File: src/rtl/lsu_datapath_pkg.sv
// LSU shared definitions: RV32I width codes, FSM states
// and bus-lane helpers used by decode and the LSU datapath.
package lsu_datapath_pkg;

  localparam logic [2:0] F3_LB  = 3'b000;
  localparam logic [2:0] F3_LH  = 3'b001;
  localparam logic [2:0] F3_LW  = 3'b010;
  localparam logic [2:0] F3_LBU = 3'b100;
  localparam logic [2:0] F3_LHU = 3'b101;
  localparam logic [2:0] F3_SB  = 3'b000;
  localparam logic [2:0] F3_SH  = 3'b001;
  localparam logic [2:0] F3_SW  = 3'b010;

  localparam int TIMEOUT_DEF = 16;

  typedef enum logic [1:0] {
    ST_IDLE,
    ST_REQ,
    ST_WAIT,
    ST_DONE
  } lsu_state_e;

  // Undefined width codes fold into the misaligned path.
  function automatic logic lsu_bad(
    input logic       st,
    input logic [2:0] f3,
    input logic [1:0] off
  );
    logic legal;
    logic aligned;
    if (st)
      legal = f3 inside {F3_SB, F3_SH, F3_SW};
    else
      legal = f3 inside {F3_LB, F3_LH, F3_LW,
                         F3_LBU, F3_LHU};
    aligned = (f3[1:0] == 2'b00)
           || (f3[1:0] == 2'b01 && !off[0])
           || (f3[1:0] == 2'b10 && off == 2'b00);
    return !legal || !aligned;
  endfunction

  function automatic logic [3:0] lsu_strb(
    input logic [1:0] sz,
    input logic [1:0] off
  );
    logic [3:0] s;
    unique case (sz)
      2'b00:   s = 4'b0001 << off;
      2'b01:   s = 4'b0011 << off;
      default: s = 4'b1111;
    endcase
    return s;
  endfunction

  function automatic logic [31:0] lsu_lane_data(
    input logic [1:0]  sz,
    input logic [31:0] d
  );
    logic [31:0] r;
    unique case (sz)
      2'b00:   r = {4{d[7:0]}};
      2'b01:   r = {2{d[15:0]}};
      default: r = d;
    endcase
    return r;
  endfunction

endpackage

File: src/rtl/lsu_datapath_load_extend.sv
// Load lane select and sign/zero extension of the
// returned bus word.
module load_extend
  import lsu_datapath_pkg::*;
(
  input  logic [2:0]  f3,
  input  logic [1:0]  off,
  input  logic [31:0] word,
  output logic [31:0] result
);

  logic [31:0] lane;

  assign lane = word >> {off, 3'b000};

  always_comb begin
    result = lane;
    unique case (f3)
      F3_LB:   result = {{24{lane[7]}}, lane[7:0]};
      F3_LH:   result = {{16{lane[15]}}, lane[15:0]};
      F3_LBU:  result = {24'b0, lane[7:0]};
      F3_LHU:  result = {16'b0, lane[15:0]};
      default: result = lane;
    endcase
  end

endmodule

File: src/rtl/lsu_datapath.sv
// Load/store unit datapath: single outstanding bus access
// with alignment check, lane steering and timeout abort.
module lsu_datapath
  import lsu_datapath_pkg::*;
#(
  parameter int TIMEOUT = TIMEOUT_DEF
) (
  input  logic        clk,
  input  logic        rst_n,
  input  logic        start,
  input  logic        is_store,
  input  logic [2:0]  funct3,
  input  logic [31:0] addr,
  input  logic [31:0] wdata,
  output logic        busy,
  output logic        done,
  output logic [31:0] rdata,
  output logic        misaligned,
  output logic        bus_err,
  output logic        mem_req,
  output logic        mem_we,
  output logic [31:0] mem_addr,
  output logic [3:0]  mem_wstrb,
  output logic [31:0] mem_wdata,
  input  logic        mem_gnt,
  input  logic        mem_rvalid,
  input  logic [31:0] mem_rdata
);

  lsu_state_e  state, state_nx;
  logic [31:0] cnt;
  logic [31:0] addr_q, wdata_q, rdata_q;
  logic [2:0]  f3_q;
  logic        st_q, mis_q, berr_q;
  logic        bad, tmo, abort;
  logic [31:0] ext;

  assign bad = lsu_bad(is_store, funct3, addr[1:0]);
  assign tmo = (cnt + 32'd1) == 32'(TIMEOUT);

  // The awaited bus event wins over a coincident timeout.
  assign abort = tmo
              && ((state == ST_REQ && !mem_gnt)
               || (state == ST_WAIT && !mem_rvalid));

  load_extend u_ext (
    .f3     (f3_q),
    .off    (addr_q[1:0]),
    .word   (mem_rdata),
    .result (ext)
  );

  always_comb begin
    state_nx = state;
    unique case (state)
      ST_IDLE:
        if (start)
          state_nx = bad ? ST_DONE : ST_REQ;
      ST_REQ:
        if (mem_gnt)
          state_nx = st_q ? ST_DONE : ST_WAIT;
        else if (tmo)
          state_nx = ST_DONE;
      ST_WAIT:
        if (mem_rvalid || tmo)
          state_nx = ST_DONE;
      ST_DONE:
        state_nx = ST_IDLE;
      default:
        state_nx = ST_IDLE;
    endcase
  end

  always_ff @(posedge clk) begin
    if (!rst_n) begin
      state   <= ST_IDLE;
      cnt     <= '0;
      addr_q  <= '0;
      wdata_q <= '0;
      rdata_q <= '0;
      f3_q    <= '0;
      st_q    <= 1'b0;
      mis_q   <= 1'b0;
      berr_q  <= 1'b0;
    end else begin
      state <= state_nx;
      if (state_nx != state
          && (state_nx == ST_REQ || state_nx == ST_WAIT))
        cnt <= '0;
      else if (state == ST_REQ || state == ST_WAIT)
        cnt <= cnt + 32'd1;
      else
        cnt <= '0;
      if (state == ST_IDLE && start) begin
        addr_q  <= addr;
        wdata_q <= wdata;
        f3_q    <= funct3;
        st_q    <= is_store;
        mis_q   <= bad;
        berr_q  <= 1'b0;
        rdata_q <= '0;
      end
      if (state == ST_WAIT && mem_rvalid)
        rdata_q <= ext;
      if (abort)
        berr_q <= 1'b1;
    end
  end

  assign busy       = state != ST_IDLE;
  assign done       = state == ST_DONE;
  assign misaligned = done && mis_q;
  assign bus_err    = done && berr_q;
  assign rdata      = (done && !mis_q && !berr_q && !st_q)
                    ? rdata_q : '0;

  assign mem_req   = state == ST_REQ;
  assign mem_we    = mem_req && st_q;
  assign mem_addr  = mem_req ? {addr_q[31:2], 2'b00} : '0;
  assign mem_wstrb = mem_req
                   ? lsu_strb(f3_q[1:0], addr_q[1:0]) : '0;
  assign mem_wdata = mem_we
                   ? lsu_lane_data(f3_q[1:0], wdata_q) : '0;

endmodule

File: config.mk
export PLATFORM = sky130hd
export DESIGN_NAME = lsu_datapath
export DESIGN_NICKNAME = d
export VERILOG_FILES = /design/src/rtl/lsu_datapath_pkg.sv /design/src/rtl/lsu_datapath_load_extend.sv /design/src/rtl/lsu_datapath.sv
export SDC_FILE = /design/constraint.sdc
export NUM_CORES = 1
export LEC_CHECK = 0
export BUFFER_PORTS_ARGS = -buffer_cell sky130_fd_sc_hd__buf_2
export CAP_MARGIN = 20
export CORE_UTILIZATION = 53
export CTS_CLUSTER_SIZE = 10
export DETAILED_ROUTE_END_ITERATION = 6
export GPL_ROUTABILITY_DRIVEN = 0
export HOLD_SLACK_MARGIN = 0.05
export PLACE_DENSITY = 0.9
export SETUP_SLACK_MARGIN = 0.5
export SLEW_MARGIN = 20
export SYNTH_ARGS = -nofsm -noshare
export SYNTH_HDL_FRONTEND = slang
export SYNTH_SLANG_ARGS = --single-unit
File: constraint.sdc
create_clock -name clk -period 3.45 [get_ports clk]
set_input_delay 0.345 -clock clk [delete_from_list [all_inputs] [get_ports clk]]
set_output_delay 0.345 -clock clk [all_outputs]
set_load 0.05 [all_outputs]
==> results of run 1 <==
power groups by stage:
stage | combinational [W] | clock [W] | sequential (W)
2_1_floorplan | 0.00173 | 0 | 0.00191
3_3_place_gp | 0.00214 | 0 | 0.00197
3_5_place_dp | 0.00219 | 0 | 0.00199
4_1_cts | 0.00247 | 0.00195 | 0.00196
5_1_grt | 0.00304 | 0.00202 | 0.00199
6_report | 0.00288 | 0.00194 | 0.00197
sequential cells by signal (all words and copies together), names as in the netlist:
signal / flops
st_q: 1
addr_q: 32
cnt: 32
wdata_q: 32
rdata_q: 32
f3_q: 3
state: 2
berr_q: 1
mis_q: 1
worst min-delay path, cell delays in order:
cell and delay, ns:
buf_2 0.09, nand2_1 0.04, a21boi_0 0.06
synth_stat cells (2+ instances only):
library cell    n  area, µm²
buf_6           3       33.8
nor3_2         23        230
o31ai_1         2       15.0
a22oi_1        25        188
a21oi_1        26        130
mux2i_1        34        340
and4_4          2       22.5
buf_2           6       30.0
ha_1            8        100
and2_1         77        482
nand2_1       205        769
nand2b_1        4       25.0
o21ai_0        25        125
inv_1           8       30.0
or3_1           4       25.0
nor3b_1         4       30.0
a211oi_1        2       15.0
a211o_1         8       70.1
nand4_1        10       62.6
and3_1         17        106
dfxtp_1       136       2720
xor2_1         15        131
nand3_1        15       75.1
nor4_1          4       25.0
a22o_1          2       17.5
nor2b_1        41        257
nor4_2          2       25.0
nor3_1          5       25.0
o21a_1          5       37.5
buf_4           5       37.5
xnor2_1        15        131
clkbuf_1       60        225
and4_1          5       43.8
a32oi_1         7       61.3
a21boi_0       70        526
nor4b_1         2       17.5
nor2_1         61        229
or2_2           2       12.5
buf_1           9       33.8
metal layers:
layer	GRT usage, %	wire length, µm	vias up
li1	-	-	3693
met3	7.62	2260	120
met4	15.6	1020	0
met5	0	0	-
met2	49.4	11400	510
met1	37.7	9840	3728
cell type report:
cell class / count / share of cell area [%]
well taps: 180 / 2.27
clock buffers: 23 / 4.82
diodes: 2 / 0.0505
repair buffers: 253 / 14.8
flip-flops and latches: 136 / 27.7
clock inverters: 8 / 1.45
inverters: 8 / 0.303
multi-input cells: 750 / 48.6
cells by family (layout without fill, tap and decap cells):
logic type | count (synthesis) | after routing | synth area share (%)
and+or+nand+nor | 487 | 487 | 32.6
AOI/OAI and AO/OA | 186 | 186 | 17.4
DFF | 136 | 136 | 35.2
buffers and inverters | 91 | 292 | 5.05
muxes | 37 | 37 | 4.99
xor gates and xnor gates | 30 | 30 | 3.40
adders and majority gates | 8 | 8 | 1.30
other | 1 | 4 | 0.0485
worst max path at each step:
stage	startpoint	endpoint	slack, ns	depth (start not counted)
CTS	cnt[1]	cnt[29]	0.48	9
global route	cnt[17]	cnt[9]	-0.009	11
floorplan	cnt[0]	cnt[19]	0.54	12
finish	cnt[22]	cnt[9]	0.13	11
global placement	cnt[0]	cnt[14]	0.34	11
detailed placement	cnt[0]	cnt[14]	0.23	11
metrics by stage:
| step | TNS [ns] | setup slack [ns] | utilization [%] | total power [W] | area [µm²] |
|---|---|---|---|---|---|
| detailed placement | 0 | 0.233 | 62.5 | 0.00418 | 8780 |
| global placement | 0 | 0.342 | 62.5 | 0.00411 | 8780 |
| CTS | 0 | 0.482 | 69.3 | 0.00638 | 9720 |
| floorplan | 0 | 0.538 | - | 0.00364 | 7730 |
| global route | -0.0241 | -0.00883 | 70.6 | 0.00706 | 9920 |
| finish | 0 | 0.131 | 70.6 | 0.00679 | 9920 |
timing repair:
item                                    CTS  global route
buffers inserted                         23             5
pin swaps                                 7            16
endpoints found under the setup margin   32            39
cloned                                    1             2
gates resized for setup                  33            31
hold endpoints to repair                  0             0
cell usage in the layout, fill, tap and decap left out, types with 5 or more instances in the layout:
cell       count
a211o_1        8
a21boi_0      70
a21oi_1       26
a22oi_1       25
a32oi_1        7
and2_1        75
and3_1        14
buf_2        208
buf_4         37
clkbuf_16     19
dfxtp_1      122
dfxtp_2       12
ha_1           7
inv_1          8
mux2i_1       34
nand2_1      202
nand3_1       14
nand4_1       10
nor2_1        51
nor2_2         6
nor2b_1       41
nor3_2        21
o21a_1         5
o21ai_0       24
xnor2_1       15
xor2_1        15
==> flow_metrics.env, run 1 <==
export IMPL_fillCellCount=1043
export IMPL_ys_types=61
export IMPL_finalSetupViolations=0
export IMPL_cts_buffers=17
export IMPL_relSlewSlack_pct=45.8
export IMPL_hold_viol_final=0
export IMPL_wl_per_cell_um=18.0
export IMPL_drc=1
export IMPL_grt_antenna_before_repair=2
export IMPL_dp_hpwl_mm=14.5
export IMPL_fin_nets=1279
export IMPL_cts_sinks=136
export IMPL_min_period_ns=3.32
export IMPL_dieArea_um2=15100
export IMPL_violations="design-rule violations"
export IMPL_portBuffers=208
export IMPL_path_cells="nand2_1, nor4_2, nand3_1, xor2_1, o211ai_1, or3_1, o22a_1, mux2i_4, buf_6, buf_12, nor3_2"
export IMPL_whs_ns=0.171
export IMPL_p_sw_w=0.00267
export IMPL_rsz0062_at_grt="yes"
export IMPL_clk_pin_slew_ns=0.06
export IMPL_h_tree_depth=4
export IMPL_tightest_slew_ns=0.811
export IMPL_p_int_w=0.00412
export IMPL_synth_edf_count=0
export IMPL_crit_buf_inv=2
export IMPL_swShare_pct=39.3
export IMPL_routed_wl_mm=24.5
export IMPL_power_density_nw_per_um2=684
export IMPL_grtUsageTotal_pct=30.6
export IMPL_hold_buffers=0
export IMPL_ys_flop_type="dfxtp_1"
export IMPL_syn_avg_cell_area_um2=7.92
export IMPL_finalCritPeriodShare_pct=96.2
export IMPL_r2r_cells=11
export IMPL_drt_pass1_iter_count=7
export IMPL_crit_path_max_incr_delay_ns=0.49
export IMPL_vias_per_cell=5.92
export IMPL_die_h_um=123
export IMPL_synthArstFlopShare_pct=0
export IMPL_r2r_slack_ns=0.13
export IMPL_dp_cells=1296
export IMPL_dieWidth_um=123
export IMPL_area_delta_synth_final_pct=28.4
export IMPL_min_from="addr[8]"
export IMPL_pwr_share_comb_pct=42.4
export IMPL_whs_endpoint="addr_q[8]"
export IMPL_timing_fmax_mhz=301
export IMPL_critPathKind="flip-flop to flip-flop"
export IMPL_startpoint_type="flip-flop"
export IMPL_grt_pass1_wl_mm=35.9
export IMPL_ys_seq_area_share_pct=35.2
export IMPL_ant_nets=0
export IMPL_io_pins=211
export IMPL_vdd_ir_drop_max_mv=0.607
export IMPL_multiInputGateArea_um2=4820
export IMPL_synthCells=976
export IMPL_ff_latch_area_um2=2750
export IMPL_vias=8051
export IMPL_initialDrtViolationCount=959
export IMPL_leakagePower_nw=4.16
export IMPL_coreArea_um2=14000
export IMPL_status="finished with violations"
export IMPL_crit_family="simple AND/OR/NAND/NOR gates"
export IMPL_stdcell_count=1360
export IMPL_cts_root_buf="clkbuf_16"
export IMPL_clk_latency_ns=0.43
export IMPL_num_rows=43
export IMPL_cts_tree="yes"
export IMPL_synth_seq_cells=136
export IMPL_r2r_end="cnt[9]"
export IMPL_hold_class="input port to flip-flop"
export IMPL_synth_warnings=0
export IMPL_p_clk_share_pct=28.6
export IMPL_hold_depth=3
export IMPL_drive_above_1_share_pct=30.9
export IMPL_p_seq_share_pct=29.0
export IMPL_slowest_stage="dfxtp_1"
export IMPL_synth_area_um2=7730
export IMPL_critical_path_arrival_ns=3.60
export IMPL_slew_violations=0
export IMPL_cp_max_fo=6
export IMPL_r2r_start="cnt[22]"
export IMPL_crit_path_end_kind="flip-flop"
export IMPL_clockBufferDepth=2
export IMPL_grt_pass1_vias=7274
export IMPL_worst_ep_required_time_ns=3.73
export IMPL_grt_start_max_net_pins=77
export IMPL_gr_total_overflow=0
export IMPL_initial_utilization_pct=55.0
export IMPL_maxCapViolations=0
export IMPL_finalClockSkew_ns=0.0118
Power figures use the tool's default switching activity.
==> inputs of run 2 (changes only) <==
--- a/config.mk
+++ b/config.mk
@@ -12,7 +12,7 @@
 export DETAILED_ROUTE_END_ITERATION = 6
 export GPL_ROUTABILITY_DRIVEN = 0
 export HOLD_SLACK_MARGIN = 0.05
-export PLACE_DENSITY = 0.9
+export PLACE_DENSITY = 0.81
 export SETUP_SLACK_MARGIN = 0.5
 export SLEW_MARGIN = 20
 export SYNTH_ARGS = -nofsm -noshare
==> run 2 against run 1 <==
Net effect: the flow now finishes without violations; utilization is 1.2 points lower; setup slack better by 0.032 ns; sequential share of layout area rose by 0.46 points.
==> flow_metrics.env, run 2 (synthesis gave the netlist of run 1 again) <==
export IMPL_worstSetupStartpoint="cnt[18]"
export IMPL_power_density_nw_per_um2=683
export IMPL_mostFrequentLayoutCells="208 x buf_2, 202 x nand2_1, 124 x dfxtp_1, 75 x and2_1, 70 x a21boi_0"
export IMPL_p_sw_w=0.00261
export IMPL_dieArea_um2=15100
export IMPL_h_tree_depth=4
export IMPL_wl_per_cell_um=17.2
export IMPL_min_period_ns=3.29
export IMPL_grtUsageTotal_pct=28.0
export IMPL_critical_path_arrival_ns=3.58
export IMPL_p_total_w=0.00666
export IMPL_finalCritPeriodShare_pct=95.3
export IMPL_p_clk_share_pct=28.9
export IMPL_pwr_share_comb_pct=41.5
export IMPL_io_pins=211
export IMPL_cp_endpoint="cnt[9]"
export IMPL_finalSetupViolations=0
export IMPL_status="complete, no violations"
export IMPL_grt_busiest_layer="met2"
export IMPL_crit_path_max_incr_delay_ns=0.41
export IMPL_p_seq_share_pct=29.6
export IMPL_rsz0062_at_grt="yes"
export IMPL_worst_ep_required_time_ns=3.75
export IMPL_cts_sinks=136
export IMPL_r2r_cells=13
export IMPL_grtUsageMet1_pct=36.1
export IMPL_vias=7718
export IMPL_critPathKind="flip-flop to flip-flop"
export IMPL_ant_nets=0
export IMPL_use_met3_pct=5.62
export IMPL_leakagePower_nw=4.07
export IMPL_clockBufferDepth=2
export IMPL_path_cells="nand4_1, buf_4, nor4_4, nand4_1, xnor2_1, nor4_4, o2111ai_4, buf_6, o22a_1, mux2i_4, buf_6, clkbuf_16, nor3_2"
export IMPL_num_rows=43
export IMPL_maxCapViolations=0
export IMPL_drc=0
export IMPL_clk_latency_ns=0.42
export IMPL_finalClockSkew_ns=0.00832
export IMPL_slowest_stage="dfxtp_2"
export IMPL_grt_start_max_net_pins=62
export IMPL_gr_total_overflow=0
export IMPL_setup_tns_ns=0
export IMPL_relSlewSlack_pct=34.4
export IMPL_grt_antenna_before_repair=2
export IMPL_r2r_end="cnt[9]"
export IMPL_final_common_cell="buf_2"
export IMPL_portBuffers=208
export IMPL_r2r_slack_ns=0.16
export IMPL_use_met2_pct=45.9
export IMPL_clk_pin_slew_ns=0.06
export IMPL_swShare_pct=39.2
export IMPL_initialDrtViolationCount=933
export IMPL_vdd_ir_drop_max_mv=0.471
export IMPL_fin_nets=1264
export IMPL_dp_hpwl_mm=14.3
export IMPL_timing_fmax_mhz=304
export IMPL_cts_tree="yes"
export IMPL_drive_above_1_share_pct=29.3
export IMPL_tightest_slew_ns=0.959
export IMPL_cts_root_buf="clkbuf_16"
export IMPL_hold_viol_final=0
export IMPL_dieWidth_um=123
export IMPL_initial_utilization_pct=55.0
export IMPL_routed_wl_mm=23.2
export IMPL_p_int_w=0.00405
export IMPL_die_h_um=123
export IMPL_hold_buffers=0
export IMPL_cp_max_fo=9
export IMPL_coreArea_um2=14000
export IMPL_grt_pass1_vias=6592
export IMPL_drt_pass1_iter_count=6
export IMPL_hold_class="input port to flip-flop"
export IMPL_area_delta_synth_final_pct=26.2
export IMPL_cts_buffers=17
export IMPL_grt_pass1_wl_mm=33.0
export IMPL_crit_path_end_kind="flip-flop"
export IMPL_vias_per_cell=5.73
export IMPL_startpoint_type="flip-flop"
export IMPL_slew_violations=0
export IMPL_r2r_start="cnt[18]"
## run 2: changes by cell type in the layout (fill, tap and decap cells not counted), sizes merged
cell and delta:
buf -15, clkinvlp +3, clkbuf -2, clkinv -2, inv +2
## run 2: area by class of cell
class | count | area (µm²)
multi-input combinational | 750 | 4770
fill | 1118 | 4300
sequential | 136 | 2740
timing repair buffer | 238 | 1360
clock buffer | 21 | 450
tap | 180 | 225
clock inverter | 11 | 170
inverter | 8 | 30.0
antenna | 2 | 5.00
## run 2: through the flow
step	util (%)	cells	instance area, µm²	hold WS (ns)	setup slack (ns)
global route	69.4	1346	9750	0.174	0.164
detailed placement	62.6	1298	8800	0.452	0.212
global placement	62.6	1298	8800	0.446	0.327
CTS	68.0	1336	9550	0.161	0.500
finish	69.4	1346	9750	0.170	0.163
floorplan	-	977	7730	0.439	0.538
## run 2: critical path: cells and delay by family (launching register included)
kind	cells	cell delay, ns
and+or+nand+nor	5	1.13
buffers and inverters	4	0.77
AOI/OAI and AO/OA	2	0.43
DFF	1	0.41
xor gates and xnor gates	1	0.23
muxes	1	0.20
## run 2: worst min-delay path by stage
stage	from	to	slack, ns	depth (start not counted)
floorplan	addr_q[19]	addr_q[19]	0.44	2
global placement	addr_q[28]	addr_q[28]	0.45	2
detailed placement	addr_q[12]	addr_q[12]	0.45	2
CTS	wdata[19]	wdata_q[19]	0.16	3
global route	addr[9]	addr_q[9]	0.17	3
finish	wdata[17]	wdata_q[17]	0.17	3
## run 2: power by group through the flow
stage                     combinational [W]  sequential (W)  clock, W
after floorplan                     0.00173         0.00191         0
after global placement              0.00214         0.00198         0
after detailed placement            0.00217         0.00199         0
after CTS                           0.00239         0.00196   0.00194
after global routing                0.00293         0.00199   0.00202
final                               0.00276         0.00197   0.00193
## run 2: routing by layer
layer | up-vias | wire [µm]
met2 | 421 | 10700
li1 | 3643 | -
met4 | 0 | 952
met1 | 3565 | 9380
met5 | - | 0
met3 | 89 | 2110
## run 2: what timing repair did
| action | 4_1_cts | 5_1_grt |
|---|---|---|
| gates cloned | 1 | 2 |
| gates resized for setup | 26 | 22 |
| setup buffers | 5 | 6 |
| endpoints found under the setup margin | 32 | 32 |
| pin swaps | 4 | 12 |
